--- config.mk ---
export PLATFORM = sky130hd
export DESIGN_NAME = ran_key_assembler
export DESIGN_NICKNAME = d
export VERILOG_FILES = /design/src/rtl/ran_pkg.sv /design/src/rtl/ran_sync_edge.sv /design/src/rtl/ran_key_assembler.sv
export SDC_FILE = /design/constraint.sdc
export NUM_CORES = 1
export LEC_CHECK = 0
export ABC_AREA = 1
export BUFFER_PORTS_ARGS = -buffer_cell sky130_fd_sc_hd__buf_2
export CAP_MARGIN = 20
export CORE_ASPECT_RATIO = 1.25
export CORE_MARGIN = 5
export CORE_UTILIZATION = 49
export DETAILED_ROUTE_END_ITERATION = 10
export PLACE_DENSITY = 0.72
export SLEW_MARGIN = 40
export SYNTH_ARGS = -nofsm -noshare
export SYNTH_HDL_FRONTEND = slang
export SYNTH_HIERARCHICAL = 1
export SYNTH_SLANG_ARGS = --single-unit
--- constraint.sdc ---
create_clock -name clk -period 1.4 [get_ports clk]
set_input_delay 0.07 -clock clk [delete_from_list [all_inputs] [get_ports clk]]
set_output_delay 0.07 -clock clk [all_outputs]
set_load 0.02 [all_outputs]
--- src/rtl/ran_pkg.sv ---
// Shared types and defaults for the RAN key assembler.
package ran_pkg;
  localparam int KEY_W_DEF      = 16;
  localparam int RCT_CUTOFF_DEF = 12;
  localparam int SYNC_DEPTH     = 2;

  typedef enum logic [1:0] {
    IDLE    = 2'd0,
    COLLECT = 2'd1,
    HOLD    = 2'd2
  } state_t;
endpackage

--- src/rtl/ran_sync_edge.sv ---
// Synchronizes an asynchronous level into clk and emits a one-cycle pulse on its rising edge.
module ran_sync_edge
  import ran_pkg::*;
(
  input  logic clk,
  input  logic rst_n,
  input  logic async_in,
  output logic rise
);
  logic [SYNC_DEPTH-1:0] sync;
  logic                  hist;

  always_ff @(posedge clk or negedge rst_n) begin
    if (!rst_n) begin
      sync <= '0;
      hist <= 1'b0;
    end else begin
      sync <= {sync[SYNC_DEPTH-2:0], async_in};
      hist <= sync[SYNC_DEPTH-1];
    end
  end

  assign rise = sync[SYNC_DEPTH-1] & ~hist;
endmodule

--- src/rtl/ran_key_assembler.sv ---
// Assembles KEY_W whitened random bits into a key on a push-button request.
// Define RAN_HEALTH_EN to compile in the repetition-count health test.
module ran_key_assembler
  import ran_pkg::*;
#(
  parameter int KEY_W      = KEY_W_DEF,
  parameter int RCT_CUTOFF = RCT_CUTOFF_DEF
) (
  input  logic             clk,
  input  logic             rst_n,
  input  logic             sample,
  input  logic             bit_in,
  input  logic             key_ready,
  output logic             key_valid,
  output logic [KEY_W-1:0] key_out,
  output logic             busy,
  output logic             health_fail
);
  localparam int CNT_W = $clog2(KEY_W + 1);

  state_t           state, state_nxt;
  logic             req;
  logic [CNT_W-1:0] cnt;
  logic [KEY_W-1:0] shreg, key_q;
  logic             last_cap;
  logic             rct_trip;

  ran_sync_edge u_sync (
    .clk      (clk),
    .rst_n    (rst_n),
    .async_in (sample),
    .rise     (req)
  );

  assign last_cap = (cnt == CNT_W'(KEY_W - 1));

`ifdef RAN_HEALTH_EN
  localparam int RUN_W = $clog2(RCT_CUTOFF + 1);

  logic [RUN_W-1:0] run, run_nxt;
  logic             prev_bit, hf;

  // Run length restarts at 1 on the first capture and on every bit change.
  always_comb begin
    run_nxt = RUN_W'(1);
    if (cnt != '0 && bit_in == prev_bit)
      run_nxt = (run == RUN_W'(RCT_CUTOFF)) ? run : run + RUN_W'(1);
  end

  assign rct_trip = (state == COLLECT) && (run_nxt == RUN_W'(RCT_CUTOFF));

  always_ff @(posedge clk or negedge rst_n) begin
    if (!rst_n) begin
      run      <= '0;
      prev_bit <= 1'b0;
      hf       <= 1'b0;
    end else if (state == IDLE && req) begin
      run <= '0;
      hf  <= 1'b0;
    end else if (state == COLLECT) begin
      run      <= run_nxt;
      prev_bit <= bit_in;
      if (rct_trip) hf <= 1'b1;
    end
  end

  assign health_fail = hf;
`else
  assign rct_trip    = 1'b0;
  assign health_fail = 1'b0;
`endif

  always_ff @(posedge clk or negedge rst_n) begin
    if (!rst_n) state <= IDLE;
    else        state <= state_nxt;
  end

  always_comb begin
    state_nxt = state;
    case (state)
      IDLE:    if (req) state_nxt = COLLECT;
      COLLECT: begin
        if (rct_trip)      state_nxt = IDLE;
        else if (last_cap) state_nxt = HOLD;
      end
      HOLD:    if (key_ready) state_nxt = IDLE;
      default: state_nxt = IDLE;
    endcase
  end

  // key_q is only loaded on a complete key, so an aborted collection leaves it untouched.
  always_ff @(posedge clk or negedge rst_n) begin
    if (!rst_n) begin
      cnt   <= '0;
      shreg <= '0;
      key_q <= '0;
    end else begin
      case (state)
        IDLE: if (req) begin
          cnt   <= '0;
          shreg <= '0;
        end
        COLLECT: begin
          shreg <= {shreg[KEY_W-2:0], bit_in};
          if (!rct_trip) begin
            if (last_cap) begin
              key_q <= {shreg[KEY_W-2:0], bit_in};
              cnt   <= CNT_W'(KEY_W);
            end else begin
              cnt <= cnt + CNT_W'(1);
            end
          end
        end
        default: ;
      endcase
    end
  end

  assign key_valid = (state == HOLD);
  assign busy      = (state == COLLECT);
  assign key_out   = key_q;
endmodule

==> impl_results.md <==
* Flop2flop setup slack at 0.006 ns
* Hold Path Sink: key_out[0]$_DFFE_PN0P_
* Port bufs at 22
* Root buffer cell: clkbuf_8
* Placed insts at 204
* Most frequent cells in the layout: dfrtp_1 (41), inv_1 (22), buf_2 (22)
* Non-Filler Instances at 219
* Clock tree buffer depth at 2
* Most used cell, CP: nand2_4
* Max VDD drop at 1240 uV
* Clock power frac at 0.213
* Unique masters post-synth at 21
* Syn-to-layout area delta at 25.6%
* Final design area excluding fillers at 0.00204 mm^2
* R2R Path Start: cnt[1]$_DFFE_PN0P_
* Endpoints failing setup at 0
* Avg Synthesized Cell Area at 11.2 um^2
* Critical Path Max Stage Delay at 0.37 ns
* Initial DRC count at 27
* Worst-skew pair later-pin latency at 0.29 ns
* Clk slew on worst S/H paths at 0.07 ns
* FMAX at 717 MHz
* Worst min-delay path category: in -> reg
* Pwr dens at 2210 mW/mm^2
* Largest fanout on the critical path at 13
* DRC Markers at 0
* GPL Wtd Cong at 0.710
* Total Wirelength at 3180 um
* Largest net degree at the start of global routing at 42
* H-tree depth at 2
* Antenna viol nets, final at 0
* Post-route setup TNS at 0 ns
* Warnings, synthesis at 6
* Endpoints failing hold at 0
* Sw Pwr at 1.67 mW
* Fillers at 260
* Global route overflow at 0
* Synth Cell Area at 0.00163 mm^2
* Unrepaired setup endpoints after global routing: true
* Gr usage total at 0.166
* Global-route wire length before repair at 5510 um
* Hpwl dp at 2060 um
* Crit path launch: cnt[1]$_DFFE_PN0P_
* Vias in the first global route at 1255
* Hold path depth at 3
* Crit Path Class: reg -> reg
* Crit path max-delay cell type: dfrtp_1
* Total leakage power at 1.02 nW
* Logic pwr share at 0.382
* # clock sinks at 41
* Final net count at 188
* CTS tree: done
* Vias/cell at 5.22
* Crit path cell chain: ha_2 > nand2_4 > nor2_4 > ha_4 > nand2_4 > buf_12 > nand2_1 > o21ai_2
* Drt wl/cell at 14.5 um
* Max-Cap Viols at 0
* Initial Utilization at 0.510
* Crit path launch type: flop
* Slew Viols, Final at 0
* CP required at 1.59 ns
* Post-DP Area at 0.00179 mm^2
* Die height at 74.4 um
* Drt pass-1 iters at 2
* Num CTS Buffers at 5
* Fin crit period at 1.39 ns
* Die area at 0.00458 mm^2
* Final Skew at 0.00623 ns
* Flops & latches, synth at 41
* CP arrival at 1.58 ns
* Initial antenna violation count at 0
* Critical path capture point type: flop
* Net Sw Frac at 0.370
* Hold_sp: bit_in
* FF-to-FF End: key_out[9]$_DFFE_PN0P_
* Status: complete, no violations
* Min Hold Slack at 0.0439 ns
* Internal power at 2.84 mW
* Fin crit share at 0.996
* Vias at 1144
* Core ar. at 0.00319 mm^2
* Row cnt at 23
* Share of layout cells above drive strength 1 at 0.396
* Syn_nets at 152
* Commonest non-fill, non-tap cell in the layout: dfrtp_1
* Die Width at 61.6 um
* Worst Reg2Reg Path Length in Cells at 8
* Flop pwr share at 0.405
* Synthesized instance count at 145
* Diodes inserted at 0
* Io pins at 24
* Sequential-to-total area share from yosys stat at 0.630
## metrics by stage
step                setup slack [ns]  total power [mW]  utilization
floorplan                    0.00644              2.93            -
global placement              0.0109              3.34        0.560
detailed placement           -0.0606              3.42        0.560
CTS                          -0.0213              4.47        0.627
global route                 -0.0727              4.80        0.640
finish                       0.00600              4.51        0.640
## registers in the layout, summed over array words and instances, names as in the netlist
register,flops
cnt,5
u_sync/sync,2
state,2
u_sync/hist,1
shreg,15
key_out,16
## Yosys cell counts
cell	count	area share
nand4_1	2	0.0077
o21ai_2	16	0.086
a22o_1	1	0.0054
o31ai_1	1	0.0046
conb_1	1	0.0023
inv_4	1	0.0038
nand2_4	2	0.014
inv_1	22	0.051
nand3_1	1	0.0031
nor2_2	1	0.0038
ha_1	2	0.015
buf_1	1	0.0023
buf_4	2	0.0092
nand2_2	1	0.0038
a21oi_1	2	0.0061
o21ai_0	3	0.0092
dfrtp_1	41	0.63
nand2_1	22	0.051
nor2_1	4	0.0092
buf_6	3	0.021
o22ai_1	16	0.061
## critical path: cells and delay by family (launching register included)
kind,cells,cell delay [ns]
DFF,1,0.37
adders and majority gates,2,0.37
and+or+nand+nor,4,0.33
buffers and inverters,1,0.16
AOI/OAI and AO/OA,1,0.05
## repair_timing
action                                  CTS  global route
buffers inserted                          2             1
hold endpoints to repair                 43             0
gates cloned                              1             0
gates resized for setup                  10             8
pin swaps                                 1             3
endpoints found under the setup margin   18            21
hold buffers                              3             0
## final cells by class
class                      instances  area, um^2  share of cell area
sequential                        41        1030               0.502
clock buffer                       7        86.3              0.0422
multi-input combinational         75         515               0.252
inverter                          23        88.8              0.0435
clock inverter                     1        30.0              0.0147
timing repair buffer              35         251               0.123
tap                               37        46.3              0.0226
## kinds of logic after synthesis
family,synth area share
adder cells (fa/ha/maj),0.0154
buffers and inverters,0.0869
AO/OA/AOI/OAI,0.173
other,0.00230
AND/OR/NAND/NOR,0.0922
flip-flops,0.630
## metal layers
| layer | part of all wire | global-route usage | vias to the layer above |
|---|---|---|---|
| met4 | 0.027 | 0.0873 | 0 |
| li1 | - | - | 547 |
| met5 | 0 | 0 | - |
| met1 | 0.39 | 0.181 | 569 |
| met2 | 0.54 | 0.283 | 21 |
| met3 | 0.044 | 0.0486 | 7 |
## how the worst max path moves through the flow
stage                              end  slack (ns)  depth (start not counted)
3_3_place_gp    key_out[4]$_DFFE_PN0P_        0.01                          8
5_1_grt        key_out[14]$_DFFE_PN0P_       -0.07                          8
4_1_cts         key_out[9]$_DFFE_PN0P_       -0.02                          8
6_report        key_out[9]$_DFFE_PN0P_       0.006                          8
3_5_place_dp    key_out[6]$_DFFE_PN0P_       -0.06                          8
2_1_floorplan     state[1]$_DFFE_PN0P_       0.006                          7
## power groups by stage
stage	clock, mW	combinational, mW	sequential [mW]
final	0.960	1.73	1.83
after global routing	1.03	1.89	1.88
after CTS	0.989	1.67	1.81
after detailed placement	0	1.61	1.82
after global placement	0	1.54	1.80
after floorplan	0	0.936	1.99
No activity file was read; power rests on OpenSTA's default activity.
